## src/rtl/tqvp_edge_counter_multi.sv

```systemverilog
// Multi-channel edge counter for the TinyQV peripheral bus. It counts rising, falling or both edges
// per channel into wrapping or saturating counters, which software reads through snapshot registers.
module tqvp_edge_counter_multi #(
    parameter int NUM_CH = 4,
    parameter int CNT_W  = 16
) (
    input  logic       clk,
    input  logic       rst_n,
    input  logic [7:0] ui_in,
    output logic [7:0] uo_out,
    input  logic [3:0] address,
    input  logic       data_write,
    input  logic [7:0] data_in,
    output logic [7:0] data_out
);

    localparam int B = CNT_W / 8;
    localparam logic [15:0] MODE_MASK = 16'((32'd1 << (2 * NUM_CH)) - 32'd1);
    localparam logic [CNT_W-1:0] CNT_ONE = CNT_W'(1);

    logic [CNT_W-1:0]  cnt_q  [NUM_CH];
    logic [CNT_W-1:0]  cnt_d  [NUM_CH];
    logic [CNT_W-1:0]  snap_q [NUM_CH];
    logic [CNT_W-1:0]  snap_d [NUM_CH];
    logic [NUM_CH-1:0] ovf_q, ovf_d;
    logic [NUM_CH-1:0] prev_q;
    logic [NUM_CH-1:0] hit;
    logic [15:0]       mode_q, mode_d;
    logic [1:0]        ctrl_q, ctrl_d;

    logic wr_mode_lo, wr_mode_hi, wr_clear, wr_ovf, wr_ctrl, wr_snap;

    assign wr_mode_lo = data_write && (address == 4'h8);
    assign wr_mode_hi = data_write && (address == 4'h9);
    assign wr_clear   = data_write && (address == 4'hA);
    assign wr_ovf     = data_write && (address == 4'hB);
    assign wr_ctrl    = data_write && (address == 4'hC);
    assign wr_snap    = data_write && (address == 4'hE);

    // Mode bit 0 selects rising edges and bit 1 selects falling edges, so 11 counts both.
    always_comb begin
        hit = '0;
        for (int i = 0; i < NUM_CH; i++) begin
            hit[i] = ctrl_q[0] &
                     ((mode_q[2*i]   &  ui_in[i] & ~prev_q[i]) |
                      (mode_q[2*i+1] & ~ui_in[i] &  prev_q[i]));
        end
    end

    always_comb begin
        mode_d = mode_q;
        ctrl_d = ctrl_q;
        ovf_d  = ovf_q;
        if (wr_mode_lo) mode_d[7:0]  = data_in & MODE_MASK[7:0];
        if (wr_mode_hi) mode_d[15:8] = data_in & MODE_MASK[15:8];
        if (wr_ctrl)    ctrl_d       = data_in[1:0];
        if (wr_ovf)     ovf_d        = ovf_q & ~data_in[NUM_CH-1:0];
        for (int i = 0; i < NUM_CH; i++) begin
            cnt_d[i]  = cnt_q[i];
            snap_d[i] = snap_q[i];
            if (wr_snap && data_in[i]) snap_d[i] = cnt_q[i];
            // A clear drops a coincident edge. An overflow set overrides a coincident W1C.
            if (wr_clear && data_in[i]) begin
                cnt_d[i] = '0;
            end else if (hit[i]) begin
                if (&cnt_q[i]) begin
                    ovf_d[i] = 1'b1;
                    if (!ctrl_q[1]) cnt_d[i] = '0;
                end else begin
                    cnt_d[i] = cnt_q[i] + CNT_ONE;
                end
            end
        end
    end

    // prev_q tracks the input during reset too, so a level held through reset is not an edge.
    always_ff @(posedge clk) begin
        prev_q <= ui_in[NUM_CH-1:0];
        if (!rst_n) begin
            mode_q <= '0;
            ctrl_q <= '0;
            ovf_q  <= '0;
            for (int i = 0; i < NUM_CH; i++) begin
                cnt_q[i]  <= '0;
                snap_q[i] <= '0;
            end
        end else begin
            mode_q <= mode_d;
            ctrl_q <= ctrl_d;
            ovf_q  <= ovf_d;
            for (int i = 0; i < NUM_CH; i++) begin
                cnt_q[i]  <= cnt_d[i];
                snap_q[i] <= snap_d[i];
            end
        end
    end

    always_comb begin
        data_out = '0;
        case (address)
            4'h8: data_out = mode_q[7:0];
            4'h9: data_out = mode_q[15:8];
            4'hB: data_out[NUM_CH-1:0] = ovf_q;
            4'hC: data_out = {6'b0, ctrl_q};
            4'hD: data_out = ui_in;
            default: begin
                for (int i = 0; i < NUM_CH; i++) begin
                    for (int k = 0; k < B; k++) begin
                        if (address == 4'(i * B + k)) data_out = snap_q[i][8*k +: 8];
                    end
                end
            end
        endcase
    end

    always_comb begin
        uo_out = '0;
        uo_out[NUM_CH-1:0] = ovf_q;
    end

endmodule

```

## config.mk

```make
export PLATFORM = sky130hd
export DESIGN_NAME = tqvp_edge_counter_multi
export DESIGN_NICKNAME = d
export VERILOG_FILES = /design/src/rtl/tqvp_edge_counter_multi.sv
export SDC_FILE = /design/constraint.sdc
export NUM_CORES = 1
export LEC_CHECK = 0
export ABC_AREA = 1
export BUFFER_PORTS_ARGS = -buffer_cell sky130_fd_sc_hd__buf_4
export CORE_UTILIZATION = 30
export DETAILED_ROUTE_END_ITERATION = 10
export GPL_ROUTABILITY_DRIVEN = 0
export SLEW_MARGIN = 15
export SYNTH_ARGS = -nofsm -noshare
export SYNTH_HDL_FRONTEND = slang
export SYNTH_SLANG_ARGS = --single-unit
```

## constraint.sdc

```tcl
create_clock -name clk -period 1.5 [get_ports clk]
set_input_delay 0.3 -clock clk [delete_from_list [all_inputs] [get_ports clk]]
set_output_delay 0.3 -clock clk [all_outputs]
set_load 0.1 [all_outputs]
```

==> impl_results.md <==
* Outcome: finished, violations left
* Violated checks: negative setup slack
* Worst Slack Setup Final at -0.3419 ns
* Clk buf depth at 2
* CP Capture Type: output port
* Critical Path Most Common Cell: nand3_2
* Layout Cells excl Fill at 1,758
* Hold Fails Final Rpt at 0
* Clock-pin transition on the worst setup and hold timing paths at roughly 0.070 ns
* Die width at about 160 µm
* GR Overflow Total at 0
* Fin crit period at approximately 1.8 ns
* Final period util at 122.8%
* Peak Freq at 0.5429 GHz
* Worst reg2reg setup slack at -0.07 ns
* Hold Path Stages at 2
* Vias in the first global route at around 8,000
* Violation count after the first detailed-route iteration at slightly above 600
* Inst Count DP at 1,688
* Max Cap Viol at 0
* RR Endpoint: ovf_q[1]
* Critical path peak fanout at 2
* R2R depth at 7
* RSZ-0062 raised after global routing: true
* Largest net degree at the start of global routing at 76
* Mapped Cells at 1,207
* Diodes inserted at 0
* Chip Height at 163.7 µm
* Yosys cell types at 36
* Pwr Total at ~9.1 mW
* CTS buffer count at 17
* Pre-Repair DR Iteration Count at 5
* Buffers added on ports at 34
* Setup TNS at -3.534 ns
* CTS sink cnt at 146
* Antenna Nets Post-Route at 0
* PD cells at roughly 750 nW/µm²
* Total core area at approximately 25,000 µm²
* Max VDD drop at just under 0.8 mV
* Worst setup path endpoint: data_out[1]
* TritonCTS clock tree: built
* Worst Setup Start Kind: flip-flop
* Via count at approximately 8,600
* Final-report max-slew violation count at 0
* H-tree Lvls at 4
* First-pass GRT wire length at a little under 40,000 µm
* CP Data Required Time at ~1.2 ns
* CP Class: flip-flop to output port
* Final setup fails at 42
* Netlist Area Pre-Place at ~8000 µm²
* Nets at 1,443
* Critical path arrival at 1.54 ns
* Synth-to-layout area growth at 54.83%
* Avg Vias per Cell at approximately 5
* DR WL/cell at 14.60 µm
* Skew-Pair Late Insertion Delay at 0.44 ns
* Crit-path max cell delay at approximately 0.33 ns
* Fraction of layout cells with a size suffix above 1 at around 42%
* Tightest hold margin at around 0.066 ns
* I/O pin count at 39
* Total global-route track usage at around 19%
* Worst path slowest cell: dfxtp_2
* Sequential share of the synthesized area at 37.24%
* Post-Route WL at 25,670 µm
* Root Buffer Master: clkbuf_16
* CP Cell Sequence: nand3_2 -> nand3_2 -> nor2_2 -> nand4_1 -> nand2_4 -> nand2_8 -> buf_12
* Syn_area_per_cell at 6.502 µm²
* Crit path from: snap_q[0][1]
* Max Clock Skew at 0.01278 ns
* Initial Util at 30.90%
* Detailed placement HPWL at ~18,000 µm
* Initial antenna violation count at 0
* Synth warnings at 0
* P_leak at approximately 5.0 nW
* Num rows at 58
* Flops & latches, synth at between 100 and 150
* Residual DRC at 0
* Tightest Hold Check Type: input pin to flip-flop
* Die footprint at approximately 27,000 µm²
* RR Startpoint: cnt_q[1][0]
## state kept, by name (all words and copies together) (netlist names)
name and cells:
ovf_q 4, ctrl_q 2, mode_q 8, cnt_q 64, prev_q 4, snap_q 64
## synth_stat cells, drive strengths merged
cell type,number,area [µm²]
o22ai,3,18.77
a221oi,1,8.760
o21a,1,7.510
nand2,261,1047
or2,13,81.33
o211ai,1,7.510
inv,133,501.7
nand3,85,430.4
nand3b,3,22.52
nor2,244,1012
xor2,24,210.2
nor3,14,85.08
conb,1,3.750
a21oi,111,559.3
nor3b,1,7.510
dfxtp,146,2923
clkbuf,14,53.80
ha,4,50.05
o21ai,99,495.5
buf,20,146.4
o221ai,1,8.760
clkinv,1,3.750
nand4,26,162.7
## power by group
part	internal (mW)	total [mW]	switching, mW
clock network	2.75	4.50	1.75
registers	3.91	3.93	0.0229
logic	0.252	0.697	0.444
## logic make-up (layout without fill, tap and decap cells)
family	Yosys count	in the layout	synth area share (%)
and+or+nand+nor	647	649	36.30
AOI/OAI and AO/OA	217	217	14.09
buffers and inverters	168	384	8.992
DFF	146	146	37.24
xor gates and xnor gates	24	24	2.679
adders and majority gates	4	4	0.6378
other	1	4	0.04779
## routing by layer
metal  global-route usage (%)  part of all wire [%]  wire length [µm]
met1                    25.65                    47             12130
met2                    29.87                    47             12070
met3                    2.626                   4.5              1150
met4                    4.966                   1.2               318
met5                        0                     0                 0
## through the flow
| step | instance area (µm²) | util [%] | worst slack, ns |
|---|---|---|---|
| 3_3_place_gp | 9912 | 39.02 | -0.4214 |
| 6_report | 12150 | 47.84 | -0.3419 |
| 3_5_place_dp | 9912 | 39.02 | -0.4396 |
| 2_1_floorplan | 8208 | - | -0.01434 |
| 5_1_grt | 12150 | 47.84 | -0.3883 |
| 4_1_cts | 11060 | 43.56 | -0.3838 |
## final cells by class
| class | count | area [µm²] |
|---|---|---|
| tap | 330 | 412.9 |
| clock buffer | 20 | 466.7 |
| inverter | 134 | 546.8 |
| sequential | 146 | 2979 |
| fill | 2427 | 13250 |
| clock inverter | 11 | 152.6 |
| multi-input combinational | 898 | 5530 |
| timing repair buffer | 218 | 2053 |
| timing repair inverter | 1 | 8.758 |
## critical path: cells and delay by family, from the launching register on
family | cells | cell delay, ns
DFF | 1 | 0.33
and+or+nand+nor | 6 | 0.62
buffers and inverters | 1 | 0.17
## worst min path at each step
stage                   from  slack [ns]   endpoint
global placement    ui_in[3]        0.41  prev_q[3]
finish              ui_in[0]        0.07  prev_q[0]
floorplan           ui_in[0]        0.33  prev_q[0]
CTS                 ui_in[0]        0.06  prev_q[0]
detailed placement  ui_in[3]        0.42  prev_q[3]
global route        ui_in[0]        0.06  prev_q[0]
## cell usage in the layout, fill, tap and decap left out, types with 17 or more instances in the layout
cell / n
nand4_1: 26
nor2_1: 165
nand2_4: 30
nand2_2: 43
inv_1: 97
inv_2: 26
nand3_2: 24
xor2_1: 21
dfxtp_1: 107
nand3_1: 56
nand2_1: 176
dfxtp_2: 36
nor2_4: 36
o21ai_0: 84
a21oi_2: 38
buf_12: 23
a21oi_1: 71
buf_6: 23
buf_4: 166
clkbuf_16: 17
nor2_2: 42
## timing repair
action                                 in CTS  in global routing
hold buffers                                3                  0
setup endpoints to repair                  53                 74
setup buffers                              11                 22
pin swaps                                  44                118
endpoints found under the hold margin       3                  0
gates resized for setup                   107                272
cloned                                      2                  3
Power figures use the tool's default switching activity.
